File: src/rtl/keypad_matrix_entry_pkg.sv
// Shared key codes, FSM state type and key classification helper for the
// keypad matrix loader.
package keypad_entry_pkg;

  localparam logic [3:0] KEY_SIGN  = 4'hA;
  localparam logic [3:0] KEY_BS    = 4'hB;
  localparam logic [3:0] KEY_CLR   = 4'hC;
  localparam logic [3:0] KEY_DONE  = 4'hD;
  localparam logic [3:0] KEY_ENTER = 4'hE;

  typedef enum logic [1:0] {
    ENTRY,
    FULL,
    DONE
  } entry_state_t;

  function automatic logic is_digit(input logic [3:0] code);
    return (code <= 4'd9);
  endfunction

endpackage

File: src/rtl/keypad_matrix_entry_key_event_detect.sv
// Rising-edge detector on key_pressed: one key_event per press, with the
// key code passed through in the same cycle.
module key_event_detect (
  input  logic       clk,
  input  logic       rst,
  input  logic [3:0] i_key_code,
  input  logic       i_key_pressed,
  output logic       o_key_event,
  output logic [3:0] o_key_code
);

  logic r_prev;
  logic r_hold;

  // r_hold remembers a key that was already down at the last reset edge so
  // it cannot masquerade as a fresh press once reset is released.
  always_ff @(posedge clk) begin
    if (rst) begin
      r_prev <= 1'b0;
      r_hold <= i_key_pressed;
    end else begin
      r_prev <= i_key_pressed;
      r_hold <= r_hold & i_key_pressed;
    end
  end

  assign o_key_event = i_key_pressed & ~r_prev & ~r_hold;
  assign o_key_code  = i_key_code;

endmodule

File: src/rtl/keypad_matrix_entry.sv
// Keypad-to-matrix loader: builds signed decimal entries from key events,
// stores them row-major and hands the full matrix over with valid/ack.
module keypad_matrix_entry #(
  parameter int ELEM_WIDTH = 12,
  parameter int NUM_ROWS   = 3,
  parameter int NUM_COLS   = 2,
  parameter int MAX_DIGITS = 3
) (
  input  logic                                     clk,
  input  logic                                     rst,
  input  logic [3:0]                               key_code,
  input  logic                                     key_pressed,
  input  logic                                     matrix_ack,
  output logic [NUM_ROWS*NUM_COLS*ELEM_WIDTH-1:0]  matrix_out,
  output logic                                     matrix_valid,
  output logic [ELEM_WIDTH-1:0]                    entry_value,
  output logic [4*MAX_DIGITS-1:0]                  entry_digits,
  output logic                                     entry_neg,
  output logic [$clog2(NUM_ROWS)-1:0]              row_idx,
  output logic [$clog2(NUM_COLS)-1:0]              col_idx,
  output logic                                     elem_written,
  output logic                                     overflow_err
);

  import keypad_entry_pkg::*;

  localparam int RW  = $clog2(NUM_ROWS);
  localparam int CW  = $clog2(NUM_COLS);
  localparam int NE  = NUM_ROWS * NUM_COLS;
  localparam int AW  = (NE > 1) ? $clog2(NE) : 1;
  localparam int MW  = ELEM_WIDTH - 1;
  localparam int XW  = ELEM_WIDTH + 4;
  localparam int DW  = 4 * MAX_DIGITS;
  localparam int NDW = $clog2(MAX_DIGITS + 1);

  localparam logic [XW-1:0] MAG_MAX  = XW'((1 << (ELEM_WIDTH - 1)) - 1);
  localparam logic [RW-1:0] LAST_ROW = RW'(NUM_ROWS - 1);
  localparam logic [CW-1:0] LAST_COL = CW'(NUM_COLS - 1);

  entry_state_t           r_state;
  entry_state_t           w_state_nxt;
  logic [MW-1:0]          r_mag;
  logic [DW-1:0]          r_digits;
  logic [NDW-1:0]         r_ndigits;
  logic                   r_neg;
  logic [RW-1:0]          r_row;
  logic [CW-1:0]          r_col;
  logic [NE*ELEM_WIDTH-1:0] r_matrix;
  logic                   r_elem_written;
  logic                   r_ovf;

  logic                   w_event;
  logic [3:0]             w_code;
  logic [XW-1:0]          w_mag_next;
  logic                   w_digit_ok;
  logic                   w_last;
  logic [AW-1:0]          w_wr_addr;
  logic [NE-1:0]          w_wr_en;
  logic [ELEM_WIDTH-1:0]  w_value;

  logic w_do_digit, w_do_reject, w_do_sign, w_do_bs, w_do_clr, w_do_enter;
  logic w_idx_clr, w_ack_clr;

  key_event_detect u_key_event_detect (
    .clk           (clk),
    .rst           (rst),
    .i_key_code    (key_code),
    .i_key_pressed (key_pressed),
    .o_key_event   (w_event),
    .o_key_code    (w_code)
  );

  assign w_mag_next = ({{(XW-MW){1'b0}}, r_mag} * XW'(10)) + {{(XW-4){1'b0}}, w_code};
  assign w_digit_ok = (r_ndigits < NDW'(MAX_DIGITS)) && (w_mag_next <= MAG_MAX);
  assign w_last     = (r_row == LAST_ROW) && (r_col == LAST_COL);
  assign w_wr_addr  = (AW'(r_row) * AW'(NUM_COLS)) + AW'(r_col);
  assign w_value    = r_neg ? -{1'b0, r_mag} : {1'b0, r_mag};

  // State register.
  always_ff @(posedge clk) begin
    if (rst) r_state <= ENTRY;
    else     r_state <= w_state_nxt;
  end

  // Next-state and action decode from the current key event.
  always_comb begin
    w_state_nxt = r_state;
    w_do_digit  = 1'b0;
    w_do_reject = 1'b0;
    w_do_sign   = 1'b0;
    w_do_bs     = 1'b0;
    w_do_clr    = 1'b0;
    w_do_enter  = 1'b0;
    w_idx_clr   = 1'b0;
    w_ack_clr   = 1'b0;
    case (r_state)
      ENTRY: begin
        if (w_event) begin
          if (is_digit(w_code)) begin
            w_do_digit  = w_digit_ok;
            w_do_reject = ~w_digit_ok;
          end else begin
            case (w_code)
              KEY_SIGN:  w_do_sign = 1'b1;
              KEY_BS:    w_do_bs   = 1'b1;
              KEY_CLR:   w_do_clr  = 1'b1;
              KEY_ENTER: begin
                w_do_enter = 1'b1;
                if (w_last) w_state_nxt = FULL;
              end
              default: ;
            endcase
          end
        end
      end
      FULL: begin
        if (w_event) begin
          if (w_code == KEY_DONE) begin
            w_state_nxt = DONE;
          end else if (w_code == KEY_CLR) begin
            w_state_nxt = ENTRY;
            w_idx_clr   = 1'b1;
          end
        end
      end
      DONE: begin
        if (matrix_ack) begin
          w_state_nxt = ENTRY;
          w_ack_clr   = 1'b1;
        end
      end
      default: w_state_nxt = ENTRY;
    endcase
  end

  // Entry in progress: magnitude, BCD digits, sign and overflow flag.
  always_ff @(posedge clk) begin
    if (rst || w_do_clr || w_do_enter) begin
      r_mag     <= '0;
      r_digits  <= '0;
      r_ndigits <= '0;
      r_neg     <= 1'b0;
      r_ovf     <= 1'b0;
    end else if (w_do_digit) begin
      r_mag     <= w_mag_next[MW-1:0];
      r_digits  <= DW'({r_digits, w_code});
      r_ndigits <= r_ndigits + NDW'(1);
    end else if (w_do_reject) begin
      r_ovf     <= 1'b1;
    end else if (w_do_sign) begin
      r_neg     <= ~r_neg;
    end else if (w_do_bs && (r_ndigits != '0)) begin
      r_mag     <= r_mag / MW'(10);
      r_digits  <= r_digits >> 4;
      r_ndigits <= r_ndigits - NDW'(1);
    end
  end

  // Row/column of the next element to be written.
  always_ff @(posedge clk) begin
    if (rst || w_idx_clr || w_ack_clr) begin
      r_row <= '0;
      r_col <= '0;
    end else if (w_do_enter) begin
      if (r_col == LAST_COL) begin
        r_col <= '0;
        r_row <= (r_row == LAST_ROW) ? '0 : r_row + RW'(1);
      end else begin
        r_col <= r_col + CW'(1);
      end
    end
  end

  // One-hot write enable decoded from the flat element address.
  always_comb begin
    w_wr_en = '0;
    for (int unsigned e = 0; e < NE; e++) begin
      w_wr_en[e] = w_do_enter && (w_wr_addr == AW'(e));
    end
  end

  // Element storage and the commit pulse.
  always_ff @(posedge clk) begin
    if (rst) begin
      r_matrix       <= '0;
      r_elem_written <= 1'b0;
    end else begin
      r_elem_written <= w_do_enter;
      if (w_ack_clr) begin
        r_matrix <= '0;
      end else begin
        for (int unsigned e = 0; e < NE; e++) begin
          if (w_wr_en[e]) r_matrix[e*ELEM_WIDTH +: ELEM_WIDTH] <= w_value;
        end
      end
    end
  end

  assign matrix_out   = r_matrix;
  assign matrix_valid = (r_state == DONE);
  assign entry_value  = w_value;
  assign entry_digits = r_digits;
  assign entry_neg    = r_neg;
  assign row_idx      = r_row;
  assign col_idx      = r_col;
  assign elem_written = r_elem_written;
  assign overflow_err = r_ovf;

endmodule

File: config.mk
export PLATFORM = sky130hd
export DESIGN_NAME = keypad_matrix_entry
export DESIGN_NICKNAME = d
export VERILOG_FILES = /design/src/rtl/keypad_matrix_entry_pkg.sv /design/src/rtl/keypad_matrix_entry_key_event_detect.sv /design/src/rtl/keypad_matrix_entry.sv
export SDC_FILE = /design/constraint.sdc
export NUM_CORES = 1
export LEC_CHECK = 0
export ABC_AREA = 1
export CAP_MARGIN = 20
export CELL_PAD_IN_SITES_DETAIL_PLACEMENT = 0
export CELL_PAD_IN_SITES_GLOBAL_PLACEMENT = 1
export CORE_AREA = 2 2 131 133
export CTS_BUF_LIST = sky130_fd_sc_hd__clkbuf_16
export DETAILED_ROUTE_END_ITERATION = 8
export DIE_AREA = 0 0 133 135
export PLACE_DENSITY_LB_ADDON = 0.1
export SLEW_MARGIN = 10
export SYNTH_ARGS = -nofsm -noshare
export SYNTH_HDL_FRONTEND = slang
export SYNTH_SLANG_ARGS = --single-unit
File: constraint.sdc
create_clock -name clk -period 2.9 [get_ports clk]
set_input_delay 0.29 -clock clk [delete_from_list [all_inputs] [get_ports clk]]
set_output_delay 0.29 -clock clk [all_outputs]
set_load 0.05 [all_outputs]
* Word level (Yosys, flattened, before mapping)
Index checks and enable logic that the tools add are counted.
** Cells by class
- Add/subtract/negate cells :: 7
- $mul :: 1
- Div/mod/pow operators :: 1
- Magnitude comparators :: 3
- Equality and inequality tests :: 22
- Shift-type cells :: 0
- Multiplexer cells :: 52
- Bitwise logic cells :: 9
- Reduce and logical (&&, ||, !) cells :: 23
** Operator list (count)
- $mux 12 :: 5
- $mux 11 :: 4
- $mux 1 :: 29
- $mux 2 :: 13
- $eq 4x4->1 const B :: 5
- $add 15x4->16 :: 1
- $le 16x11->1 const B :: 1
- $mul 11x3->14 const B :: 1
- $neg 11->12 :: 1
- $div 11x4->11 const B :: 1
- $ne 2x2->1 const B :: 5
- $logic_and 1x1->1 :: 9
- $reduce_and 7->1 :: 1
- $eq 3x2->1 const B :: 2
- $eq 3x3->1 const B :: 2
- $ne 2x1->1 const B :: 3
- $not 1->1 :: 6
- $pmux 2 s3 :: 1
- $reduce_and 3->1 :: 2
- $add 2x1->2 const B :: 2
- $eq 2x2->1 const B :: 2
- $le 4x4->1 const B :: 1
- $logic_or 1x1->1 :: 4
- $reduce_and 2->1 :: 2
- other kinds (12) :: 15
** Word-level totals
- Bits in registers :: 107
- Latch bits :: 0
- Memory bits (writable) :: 0
- ROM bits :: 0
- Memories kept :: 0

* Depth between registers and ports, before layout
- Depth in word-level cells :: 10
- Mapped depth :: 35

* Hierarchy
From an unflattened synthesis, not the netlist that was laid out.
** Unflattened totals
- Cell total of the unflattened synthesis :: 734
- Area total of the unflattened synthesis :: 5477.8 um^2
** Modules (own cells, without submodules)
- keypad_matrix_entry :: times used 1, cells each 721, area an instance 5378.9 um^2, sequential area each 2102.0 um^2
- key_event_detect :: times used 1, cells each 13, area an instance 98.8 um^2, sequential area each 40.0 um^2

* Worst setup path after synthesis
Ideal clock, no wire load.
- Kind :: reg2reg
- Start point :: reg r_mag[1]
- End point :: reg r_digits[4], in the netlist entry_digits[4]
- Arrival :: 3.144 ns
- Required time :: 2.830 ns
- Setup slack :: -0.314 ns
- Cell stages (with the launch flop) :: 21
- Buffers on the path :: 1
- Cell sequence :: dfxtp_1 ha_1 ha_1 inv_1 fa_1 o21ai_0 a21oi_1 inv_1 a21oi_1 o21ai_0 a21oi_1 nand2_1 nand3b_1 a211oi_1 nand2_1 nand2_1 nand2_1 inv_1 clkbuf_1 o21ai_0 a21oi_1
** On the way
- Word-level cells in the longest chain between the ends :: 10
** RTL lines
- from (decl) :: line keypad_matrix_entry.sv:42 : logic [MW-1:0] r_mag;
- from (signal assigned) :: line keypad_matrix_entry.sv:145 : r_mag <= w_mag_next[MW-1:0];
- from (signal assigned) :: line keypad_matrix_entry.sv:153 : r_mag <= r_mag / MW'(10);
- $mul 11x3->14 * :: line keypad_matrix_entry.sv:73 : assign w_mag_next = ({{(XW-MW){1'b0}}, r_mag} * XW'(10)) + {{(XW-4){1'b0}}, w_code};
- $add 15x4->16 * :: line keypad_matrix_entry.sv:73
- $le 16x11->1 * :: line keypad_matrix_entry.sv:74 : assign w_digit_ok = (r_ndigits < NDW'(MAX_DIGITS)) && (w_mag_next <= MAG_MAX);
- $logic_and 1x1->1 * :: line keypad_matrix_entry.sv:74
- $not 1->1 :: line keypad_matrix_entry.sv:101 : w_do_reject = ~w_digit_ok;
- $mux 1 :: line keypad_matrix_entry.sv:99 : if (is_digit(w_code)) begin
- $mux 1 :: line keypad_matrix_entry.sv:98 : if (w_event) begin
- $mux 1 :: line keypad_matrix_entry.sv:96 : case (r_state)
- $ne 2x2->1 (no line)
- $reduce_and 3->1 (no line)
- to (signal assigned) :: line keypad_matrix_entry.sv:146 : r_digits <= DW'({r_digits, w_code});
- to (signal assigned) :: line keypad_matrix_entry.sv:154 : r_digits <= r_digits >> 4;
- to (decl) :: line keypad_matrix_entry.sv:43 : logic [DW-1:0] r_digits;
Every way passes the cells marked *; elsewhere a longest branch is shown, timed or not.
A chain may end at the register's enable or synchronous reset.

* Final worst setup path
- Start point :: reg r_mag[3]
- End point :: reg r_mag[2]
** On the way
- Word-level cells in the longest chain between the ends :: 10
** RTL lines
- branches (longest 10 deep; another with $div 11x4->11)
Parallel ways; which one is timed is not known. The select of a mux whose other input is x is not followed.

==> flow_summary.yaml <==
finish:
  stdcell_count: 1153
  seqCellArea_sq_mm: 0.002158
  drive_gt1_share_pct: 27.44
  multi_input_area_sq_mm: 0.003318
  syn_to_final_growth_pct: 54.61
  diodes: 0
  fin_util_pct: 52.01
  fillerInstances: 1539
  fin_area_sq_mm: 0.008533
  fin_nets: 961
hold_path:
  hold_path.class: "flop to flop"
  min_delay_worst_endpoint: "matrix_out[49]$_SDFFE_PP0P_"
  hold_depth: 2
  min-delay-start: "matrix_out[49]$_SDFFE_PP0P_"
job:
  maxCapViolations: 0
floorplan:
  fp.dieW_um: 133
  ios: 111
  die_h_um: 135
  initial_utilization_pct: 33.64
  rows: 47
  dieArea_sq_mm: 0.01796
  core_sq_mm: 0.01641
sta:
  worst_pin_slew_ns: 0.6438
  finalClockSkew_ns: 0.01335
  fin_crit_sh_pct: 109.5
  hold_violations: 0
  relSlewSlack_pct: 57.03
  finalCriticalPeriod_ns: 3.176
  max_freq_mhz: 314.8
  maxSlewViolCount: 0
  setup_violations: 25
  setup_slack_ns: -0.2763
  holdWs_ns: 0.4465
  rsz0062_at_grt: "true"
clock_tree:
  cts_tree: "built"
  cts.sinks: 107
  clockBufferDepth: 2
  clk_pin_slew_worst_paths_ns: 0.08
  htree_levels: 3
  clock_latency_ns: 0.36
  root_buffer: "clkbuf_16"
  cts_made_buffers: 9
critical_path:
  ff2ff_path_depth: 19
  crit_arrival_ns: 3.47
  path_class: "flop to flop"
  crit_chain: "ha_4 > ha_4 > inv_2 > fa_2 > o21ai_2 > buf_4 > xor2_1 > inv_1 > nand2_1 > and3_4 > o22ai_2 > nor2_2 > nand2_1 > nand2_2 > nand2_4 > inv_6 > buf_6 > o211ai_1 > a21oi_1"
  r2r_setup_slack_ns: -0.28
  required_ns: 3.19
  cp_slowest_cell: "fa_2"
  critPathCaptureType: "flop"
  cp-start-kind: "flop"
  reg2reg_to: "r_mag[2]$_SDFFE_PP0P_"
  cp_slowest_stage_delay_ns: 0.39
  reg2reg_from: "r_mag[3]$_SDFFE_PP0P_"
  cp_max_fo: 6
synthesis:
  synthTopCellsByArea: "dfxtp_1 (39%), a21oi_1 (9.2%), nand2_1 (6.1%), inv_1 (5.8%), o21a_1 (5.6%)"
  async_flop_share_pct: 0
  ys_types: 45
  yosysSeqAreaShare_pct: 38.81
  synth_cells: 728
  ys.flop_type: "dfxtp_1"
  synth.top_cell.area_share_pct: 38.81
  yosys_warnings: 0
  synth_nets: 761
  postSynthAreaPerCell_sq_um: 7.581
  synth.most_common_cell: "dfxtp_1"
  syn-cell-area_sq_mm: 0.005519
  synth_top_area_cell: "dfxtp_1"
  synth_edf_count: 0
  synth_common_cells: "dfxtp_1 (107), a21oi_1 (102), nand2_1 (90)"
  synth_seq_cells: 107
power_and_ir_drop:
  leakagePower_uw: 0.003693
  peakVddDrop_mv: 0.3226
  p_total_uw: 4269
  power.density_mw_per_mm2: 500.3
run_status:
  violations: "negative setup slack"
  outcome: "finished with violations"
place:
  gp_congestion: 0.8111
  port_buffers: 110
  dpl.hpwl_mm: 12.68
  place_inst: 1116
  dpl_cell_area_sq_mm: 0.007589
detailed_routing:
  route.detailed.drc: 0
  vias_per_cell: 4.883
  routedWlPerCell_um: 15.05
  drt_iter0_markers: 257
  via_count: 5630
  wirelength_mm: 17.35
  dr.pass1.iters: 4
  drtAntennaViolNets: 0
global_route:
  antenna_found_initial: 0
  gr-usage-all-layers_pct: 19.07
  overflow: 0
  grt_pass1_vias: 5386
  grt_first_pass_wirelength_mm: 27.38
  grt_max_degree: 38
## repair_timing
item,CTS,global route
cloned,2,2
hold endpoints to repair,0,0
pin swaps,27,29
hold buffers,0,0
resized for setup,64,55
buffers inserted,10,8
setup endpoints to repair,25,27
## per-stage QoR
step           setup WS [ns]  TNS, ns
2_1_floorplan       0.004375        0
3_3_place_gp         -0.3612   -7.892
3_5_place_dp         -0.4227   -9.642
4_1_cts              -0.1820   -3.374
5_1_grt              -0.4109   -9.234
6_report             -0.2763   -5.333
## worst max path at each step
stage                                      from                             to  slack [ns]  cells past startpoint
after floorplan           r_mag[4]$_SDFFE_PP0P_          r_mag[7]$_SDFFE_PP0P_       0.004                     21
after global placement              key_code[1]          r_mag[4]$_SDFFE_PP0P_       -0.36                     19
after detailed placement            key_code[1]  entry_digits[10]$_SDFFE_PP0P_       -0.42                     19
after CTS                 r_mag[3]$_SDFFE_PP0P_          r_mag[9]$_SDFFE_PP0P_       -0.18                     17
after global routing      r_mag[2]$_SDFFE_PP0P_          r_mag[2]$_SDFFE_PP0P_       -0.41                     22
final                     r_mag[3]$_SDFFE_PP0P_          r_mag[2]$_SDFFE_PP0P_       -0.28                     19
## registers in the layout, indices dropped and copies added, names as in the netlist
signal	count
r_state	2
u_key_event_detect.r_prev	1
matrix_out	72
entry_neg	1
entry_digits	12
r_mag	11
r_ndigits	2
col_idx	1
overflow_err	1
u_key_event_detect.r_hold	1
elem_written	1
row_idx	2
## cell usage in the layout (no fill, tap or decap), types with 3 or more instances in the layout
master / count
ha_4: 7
clkinv_2: 3
a21oi_2: 16
a21oi_4: 6
nand3_1: 27
dfxtp_2: 4
xor2_1: 18
nand4_1: 3
ha_1: 16
nor2_1: 39
a211oi_2: 4
o21ai_1: 8
nand3_2: 4
o21a_1: 41
or2_2: 5
nand2_4: 6
inv_2: 6
buf_6: 13
o21bai_1: 6
nand2_2: 21
nand3b_1: 3
dfxtp_1: 100
o21ai_0: 40
inv_6: 3
o21ai_2: 12
clkdlybuf4s50_1: 100
buf_4: 93
nand2_1: 86
buf_12: 11
inv_1: 83
clkbuf_16: 10
dfxtp_4: 3
a21oi_1: 82
nor3_1: 9
nor2_4: 3
## cell families after synthesis
group / synth area share (%)
flops: 38.81
fa+ha+maj: 5.940
xor+xnor: 3.650
buf+inv: 9.159
compound gates: 23.94
simple gates: 18.50
## final cells by class
cell class / instances / area share (%)
sequential: 107 / 25.29
tap: 220 / 3.226
multi-input combinational: 494 / 38.89
clock inverter: 7 / 0.8065
timing repair inverter: 1 / 0.07331
clock buffer: 9 / 2.639
timing repair buffer: 219 / 24.68
inverter: 96 / 4.399
## metal layers
layer | GRT usage, % | wire length (um)
met4 | 5.735 | 127
met3 | 3.341 | 611
met2 | 32.87 | 8640
met1 | 24.42 | 7973
met5 | 0 | 0
## where the power goes
group          internal [uW]  switching, uW  total, uW
clock network            608            633       1240
registers               1500           41.3       1550
logic                    638            844       1480
total                   2750           1520       4270
## critical path, delay by kind of cell, from the launching register on
family | cells | cell delay (ns)
AOI/OAI and AO/OA | 4 | 0.49
DFF | 1 | 0.37
buffers and inverters | 5 | 0.48
xor gates and xnor gates | 1 | 0.16
and+or+nand+nor | 6 | 0.82
adders and majority gates | 3 | 0.78
No activity file was read; power rests on OpenSTA's default activity.
